### config.mk
export PLATFORM = sky130hd
export DESIGN_NAME = uart_tx_arbiter
export DESIGN_NICKNAME = d
export VERILOG_FILES = /design/src/rtl/uart_tx_arbiter.sv
export SDC_FILE = /design/constraint.sdc
export NUM_CORES = 1
export LEC_CHECK = 0
export ABC_AREA = 1
export ABC_CLOCK_PERIOD_IN_PS = 3250
export BUFFER_PORTS_ARGS = -buffer_cell sky130_fd_sc_hd__buf_4
export CAP_MARGIN = 20
export CORE_UTILIZATION = 30
export DETAILED_ROUTE_END_ITERATION = 8
export PLACE_DENSITY = 0.48
export SYNTH_ARGS = -nofsm -noshare
export SYNTH_HDL_FRONTEND = slang
export SYNTH_SLANG_ARGS = --single-unit
### constraint.sdc
create_clock -name clk -period 3.25 [get_ports clk]
set_input_delay 0.325 -clock clk [delete_from_list [all_inputs] [get_ports clk]]
set_output_delay 0.325 -clock clk [all_outputs]
set_load 0.02 [all_outputs]
### src/rtl/uart_tx_arbiter.sv
// ---------------------------------------------------------------------------
// uart_tx_arbiter
// Shares one UART transmit core among NUM_REQ byte requesters with
// round-robin arbitration. A granted byte and its baud select are latched
// and handed to the core with a one-cycle tx_start. Completion is tracked
// through the core's tx_busy flag. A timeout aborts a frame whose core never
// raises busy or never drops it again.
//
// Ports
//   clk        system clock, rising edge
//   reset      synchronous active-high reset
//   req        per-requester request level
//   req_data   requester i byte at [i*DATA_W +: DATA_W]
//   req_baud   requester i baud select at [i*2 +: 2]
//   ack        1-cycle pulse: byte/baud latched for that requester
//   done       1-cycle pulse: frame transmitted (tx_busy fell)
//   err        1-cycle pulse: frame aborted on timeout
//   tx_start   1-cycle start pulse to the UART core
//   tx_data    byte to the core, held from ack until the next grant
//   baud_sel   baud select to the core, held from ack until the next grant
//   tx_busy    core busy flag
//   owner      index of the current/last granted requester
//   active     high whenever the arbiter is not idle
// ---------------------------------------------------------------------------
module uart_tx_arbiter #(
  parameter  int unsigned IDX_W       = 2,
  parameter  int unsigned DATA_W      = 8,
  parameter  int unsigned SETTLE_CYC  = 16,
  parameter  int unsigned TIMEOUT_CYC = 600000,
  parameter  int unsigned CNT_W       = 20,
  localparam int unsigned NUM_REQ     = 1 << IDX_W
) (
  input  logic                      clk,
  input  logic                      reset,
  input  logic [NUM_REQ-1:0]        req,
  input  logic [NUM_REQ*DATA_W-1:0] req_data,
  input  logic [NUM_REQ*2-1:0]      req_baud,
  output logic [NUM_REQ-1:0]        ack,
  output logic [NUM_REQ-1:0]        done,
  output logic [NUM_REQ-1:0]        err,
  output logic                      tx_start,
  output logic [DATA_W-1:0]         tx_data,
  output logic [1:0]                baud_sel,
  input  logic                      tx_busy,
  output logic [IDX_W-1:0]          owner,
  output logic                      active
);

  localparam logic [CNT_W-1:0] SETTLE_LAST  = CNT_W'(SETTLE_CYC - 1);
  localparam logic [CNT_W-1:0] TIMEOUT_LAST = CNT_W'(TIMEOUT_CYC - 1);

  typedef enum logic [2:0] {
    ST_IDLE,
    ST_SETTLE,
    ST_START,
    ST_WAIT_BUSY,
    ST_WAIT_DONE
  } state_e;

  state_e              state_q,    state_d;
  logic [IDX_W-1:0]    ptr_q,      ptr_d;
  logic [IDX_W-1:0]    owner_q,    owner_d;
  logic [DATA_W-1:0]   tx_data_q,  tx_data_d;
  logic [1:0]          baud_sel_q, baud_sel_d;
  logic [CNT_W-1:0]    cnt_q,      cnt_d;
  logic [NUM_REQ-1:0]  ack_q,      ack_d;
  logic [NUM_REQ-1:0]  done_q,     done_d;
  logic [NUM_REQ-1:0]  err_q,      err_d;
  logic                tx_start_q, tx_start_d;
  logic                active_q,   active_d;

  logic                grant_valid;
  logic [IDX_W-1:0]    winner;
  logic [IDX_W-1:0]    cand;
  logic [DATA_W-1:0]   win_data;
  logic [1:0]          win_baud;
  logic                timed_out;

  // Round-robin pick: search upward from ptr+1, wrapping; ptr itself is last.
  always_comb begin
    grant_valid = 1'b0;
    winner      = ptr_q;
    cand        = '0;
    for (int unsigned i = 1; i <= NUM_REQ; i++) begin
      cand = ptr_q + IDX_W'(i);
      if (!grant_valid && req[cand]) begin
        grant_valid = 1'b1;
        winner      = cand;
      end
    end
  end

  // Payload of the selected requester.
  always_comb begin
    win_data = req_data[winner*DATA_W +: DATA_W];
    win_baud = req_baud[winner*2 +: 2];
  end

  // Counter runs from START through both wait states; this flags its last value.
  assign timed_out = (cnt_q == TIMEOUT_LAST);

  // Next-state and registered-output logic.
  always_comb begin
    state_d    = state_q;
    ptr_d      = ptr_q;
    owner_d    = owner_q;
    tx_data_d  = tx_data_q;
    baud_sel_d = baud_sel_q;
    cnt_d      = cnt_q;
    ack_d      = '0;
    done_d     = '0;
    err_d      = '0;
    tx_start_d = 1'b0;

    case (state_q)
      ST_IDLE: begin
        if (grant_valid && !tx_busy) begin
          ptr_d      = winner;
          owner_d    = winner;
          tx_data_d  = win_data;
          baud_sel_d = win_baud;
          ack_d      = NUM_REQ'(1) << winner;
          cnt_d      = '0;
          // baud_sel_q still holds the previous frame's baud here, so it
          // serves as the last-baud register for the settle decision.
          if (win_baud != baud_sel_q) begin
            state_d = ST_SETTLE;
          end else begin
            state_d    = ST_START;
            tx_start_d = 1'b1;
          end
        end
      end

      ST_SETTLE: begin
        if (cnt_q == SETTLE_LAST) begin
          state_d    = ST_START;
          tx_start_d = 1'b1;
          cnt_d      = '0;
        end else begin
          cnt_d = cnt_q + CNT_W'(1);
        end
      end

      ST_START: begin
        state_d = ST_WAIT_BUSY;
        cnt_d   = '0;
      end

      // A busy rise on the timeout cycle wins over the abort.
      ST_WAIT_BUSY: begin
        if (tx_busy) begin
          state_d = ST_WAIT_DONE;
          cnt_d   = cnt_q + CNT_W'(1);
        end else if (timed_out) begin
          state_d = ST_IDLE;
          err_d   = NUM_REQ'(1) << owner_q;
        end else begin
          cnt_d = cnt_q + CNT_W'(1);
        end
      end

      // A busy fall on the timeout cycle completes the frame instead.
      ST_WAIT_DONE: begin
        if (!tx_busy) begin
          state_d = ST_IDLE;
          done_d  = NUM_REQ'(1) << owner_q;
        end else if (timed_out) begin
          state_d = ST_IDLE;
          err_d   = NUM_REQ'(1) << owner_q;
        end else begin
          cnt_d = cnt_q + CNT_W'(1);
        end
      end

      default: begin
        state_d = ST_IDLE;
      end
    endcase

    active_d = (state_d != ST_IDLE);
  end

  // State and output registers; reset overrides everything, even mid-frame.
  always_ff @(posedge clk) begin
    if (reset) begin
      state_q    <= ST_IDLE;
      ptr_q      <= '0;
      owner_q    <= '0;
      tx_data_q  <= '0;
      baud_sel_q <= 2'b00;
      cnt_q      <= '0;
      ack_q      <= '0;
      done_q     <= '0;
      err_q      <= '0;
      tx_start_q <= 1'b0;
      active_q   <= 1'b0;
    end else begin
      state_q    <= state_d;
      ptr_q      <= ptr_d;
      owner_q    <= owner_d;
      tx_data_q  <= tx_data_d;
      baud_sel_q <= baud_sel_d;
      cnt_q      <= cnt_d;
      ack_q      <= ack_d;
      done_q     <= done_d;
      err_q      <= err_d;
      tx_start_q <= tx_start_d;
      active_q   <= active_d;
    end
  end

  assign ack      = ack_q;
  assign done     = done_q;
  assign err      = err_q;
  assign tx_start = tx_start_q;
  assign tx_data  = tx_data_q;
  assign baud_sel = baud_sel_q;
  assign owner    = owner_q;
  assign active   = active_q;

endmodule

; After elaboration in Yosys (flattened, before gate mapping)
; Index checks and enable logic that the tools add are counted.
[word_totals]
out_inout_bits = 26
register_bits = 49
elab_cells = 86
input_bits = 47
[op_classes]
n_addsub = 4
muxes = 37
bitwise = 3
shift = 4
magnitude_cmp = 4
n_eq_ne = 9
reduce_logical = 15
[ops]
columns = operator, count
row1 = 2-to-1 mux 20 bit, 5
row2 = case mux 20 bit (5 select lines), 1
row3 = variable part select 32 x 6 -> 8 bit, 1
row4 = adder 20 x 1 -> 20 bit (second input constant), 1
row5 = == test 20 bit (second input constant), 1
row6 = == test 20 x 4 -> 1 bit (second input constant), 1
row7 = 2-to-1 mux 3 bit, 5
row8 = case mux 3 bit (5 select lines), 1
row9 = < comparator 2 x 3 -> 1 bit (second input constant), 4
row10 = 2-to-1 mux 4 bit, 3
row11 = 2-to-1 mux 1 bit, 11
row12 = 2-to-1 mux 2 bit, 5
row13 = binary-select mux 1 bit (select 2 bit), 4
row14 = case mux 4 bit (2 select lines), 1
row15 = variable part select 8 x 4 -> 2 bit, 1
row16 = << shifter 1 x 2 -> 4 bit (first input constant), 2
row17 = == test 3 x 2 -> 1 bit (second input constant), 2
row18 = OR reduction 3 bit, 2
row19 = nonzero test 5 bit, 1
row20 = adder 2 bit (second input constant), 2
row21 = logical AND 1 bit, 4
row22 = logical NOT 1 bit, 4
row23 = != test 2 bit (second input constant), 2
row24 = == test 3 x 1 -> 1 bit (second input constant), 1
row25 = other kinds (9), 11

; Longest topological paths before layout
[depth]
word_depth = 19
ltp_mapped = 17
mapped_depth_nobuf = 17

; Least setup slack after synthesis
; OpenSTA, ideal clock, no wires.
[synth_path]
kind = register to register
from = register owner[0] (netlist name)
to = register tx_data_q[0] (netlist: tx_data[0])
arrival_ns = 2.181
synth_period_minus_slack_ns = 2.299
required_time_ns = 3.131
stages_incl_launch_ff = 16
setup_slack_ns = 0.951
setup_ns = 0.119
path_buffers = 2
path_cell_list = dfxtp_1 inv_2 ha_1 inv_1 nand2_2 nand2_4 inv_4 nand2_2 nand2_4 nand2_4 buf_6 buf_6 nand2_1 a21oi_1 o31ai_1 inv_1
[synth_rtl]
columns = element, line_no
row1 = to (signal assigned), 202  ; tx_data_q <= tx_data_d;
row2 = to (decl), 63  ; logic [DATA_W-1:0] tx_data_q, tx_data_d;

==> metrics.cfg <==
[run_status]
outcome=complete, no violations

[sta]
tns_ns=0
period_minus_slack_ns=2.59
max_slew_margin_pct=62.4
fin_crit_sh_pct=79.7
clock.fmax_ghz=0.386
fin_ws_ns=0.659
drv_slew=0
setup_viol=0
final-hold-violation-count=0
finClkSkew_ns=0.00955
rsz0062_at_grt=false
whs_ns=0.298
worst_pin_slew_ns=0.564

[drt]
num_vias=3390
vias_per_cell=4.84
drtPass1Iterations=5
drt_wl_total_mm=9.08
drc_errors=0
first_iter_violations=145
antenna_left=0
avgRoutedWirePerCell_um=13.0

[floorplan]
row_count=37
die-area_um2=11100
coreArea_um2=10300
die_h_um=105
die_w_um=105
ios=73
initial_utilization_pct=31.1

[layout]
final_common_cell=nand2_1
drive_gt1_share_pct=19.3
area_delta_synth_final_pct=23.5
diodes=0
fin_util_pct=38.4
mostFrequentLayoutCells=nand2_1, buf_4, inv_1, dfxtp_1, nand3_1
fillers=1142
final_nets=615
fin_area_um2=3960

[place]
port_buffers=72
hpwlAfterDp_mm=6.99
place.gp.congestion=0.864
postPlaceCellArea_um2=3840
post-place-ws_ns=0.671

[setup_path]
critPathKind=flop to flop
start_kind=flop
crit_chain=inv_1 > ha_1 > inv_1 > nand3_1 > nand2_1 > nor2_1 > nand2_1 > nand2_1 > nand2_1 > nand3_1 > nand3_1 > nand2_1 > nand3_1 > a21oi_1
rrSetupSlack_ns=0.66
crit_top_cell=nand2_1
cp_slowest_cell=dfxtp_1
critPathMaxStageDelay_ns=0.45
critPathArrivalTime_ns=2.84
critPathCaptureType=flop
cp.required_ns=3.49
critPathMaxFanout=14

[power]
leakage_nw=1.80
p_per_area_nw_per_um2=904
ir_worst_vdd_mv=0.464

[global_routing]
antenna_found_initial=0
grt_pass1_vias=3119
grt_usage_pct=16.6
grt_pass1_wl_mm=15.1
overflow=0
grt_max_degree=25

[clocking]
postCtsSetupBuffers=0
clockBufferDepth=2
clock_latency_ns=0.31
cts_hold_buf=0
cts_resized=0
clk_pin_slew_ns=0.09
cts_sinks=49
htreeDepth=2
cts_tree=built
root_buffer=clkbuf_8
cts_buffers=5

[logic_synthesis]
synth-edff-count=0
synth_top_family_by_area=simple AND/OR/NAND/NOR gates
async_flop_share_pct=0
synth_area_leaders=dfxtp_1, nand2_1, nand3_1
yosysUniqueCellTypes=39
syn-mean-instance-area_um2=6.48
yosys.area.top_type=dfxtp_1
yosysWarnings=0
synth-seq-cells=49
synth-simple-area-share_pct=40.5
synth_xor_area_share_pct=0.819
netlist_area_um2=3210
synth_compound_area_share_pct=15.2
synth_ff_type=dfxtp_1
muxShareOfSynthArea_pct=0
yosys.area_share.adder_pct=1.95
yosysSeqAreaShare_pct=30.6
syn_inst=495
yosysTopAreaCellShare_pct=30.6
synth_nets=547

[worst_hold_path]
hold_path.class=input pin to flop

[run]
drv_cap=0

## area by class of cell
cell class,count,area [µm²],area share [%]
tap,136,170,4.30
timing repair buffer,75,563,14.2
inverter,66,250,6.32
multi-input combinational,366,1880,47.4
clock buffer,6,82.6,2.08
sequential,49,981,24.8
clock inverter,2,37.5,0.948
## cell families after synthesis
kind of cell	after synthesis
xor+xnor	3
flops	49
buf+inv	80
simple gates	275
compound gates	83
fa+ha+maj	5
## cells in the mapped netlist (4+ instances only)
master,n
dfxtp_1,49
o21ai_0,19
a21oi_1,35
nand2_4,5
nor4_1,7
nand4_1,13
ha_1,5
buf_6,4
inv_1,60
nor3_1,19
buf_2,5
nor2_1,37
nand2_2,9
o21a_1,7
inv_2,4
nand3_1,48
nand2_1,126
o31ai_1,7
## routing by layer
| layer | GRT usage (%) | vias up | routed length [µm] |
|---|---|---|---|
| li1 | - | 1779 | - |
| met1 | 21.5 | 1502 | 4350 |
| met2 | 27.7 | 99 | 4110 |
| met3 | 3.65 | 10 | 507 |
| met4 | 4.23 | 0 | 112 |
| met5 | 0 | - | 0 |
## stage by stage
| step | instances | power (mW) |
|---|---|---|
| after floorplan | 495 | 2.65 |
| after global placement | 692 | 3.13 |
| after detailed placement | 692 | 3.13 |
| after CTS | 700 | 3.62 |
| after global routing | 700 | 3.91 |
| final | 700 | 3.58 |
## worst max-delay path: cells and delay by family, from the launching register on
family	cells	cell delay [ns]
compound gates	1	0.13
buf+inv	2	0.26
fa+ha+maj	1	0.40
simple gates	10	1.30
flops	1	0.45
## registers in the layout (all words and copies together), names as in the netlist
signal and count:
state_q 3, owner 2, done 4, err 4
active 1, tx_data 8, baud_sel 2, tx_start 1
ack 4, cnt_q 20
## worst paths after layout
kind                                              start                 endpoint  cells after the start
worst max-delay path              owner[1]$_SDFFE_PP0P_      tx_start$_SDFF_PP0_                     14
worst min-delay path                            tx_busy    state_q[2]$_SDFF_PP0_                      3
worst max register to register    owner[1]$_SDFFE_PP0P_      tx_start$_SDFF_PP0_                     14
worst min register to register  tx_data[7]$_SDFFE_PP0P_  tx_data[7]$_SDFFE_PP0P_                      2
## report_power, final
group	leakage (nW)	switching, mW	internal, mW
logic	1.34	1.57	0.721
clock network	0.0574	0.223	0.251
registers	0.399	0.0928	0.723
(Power assumes the default switching activity.)
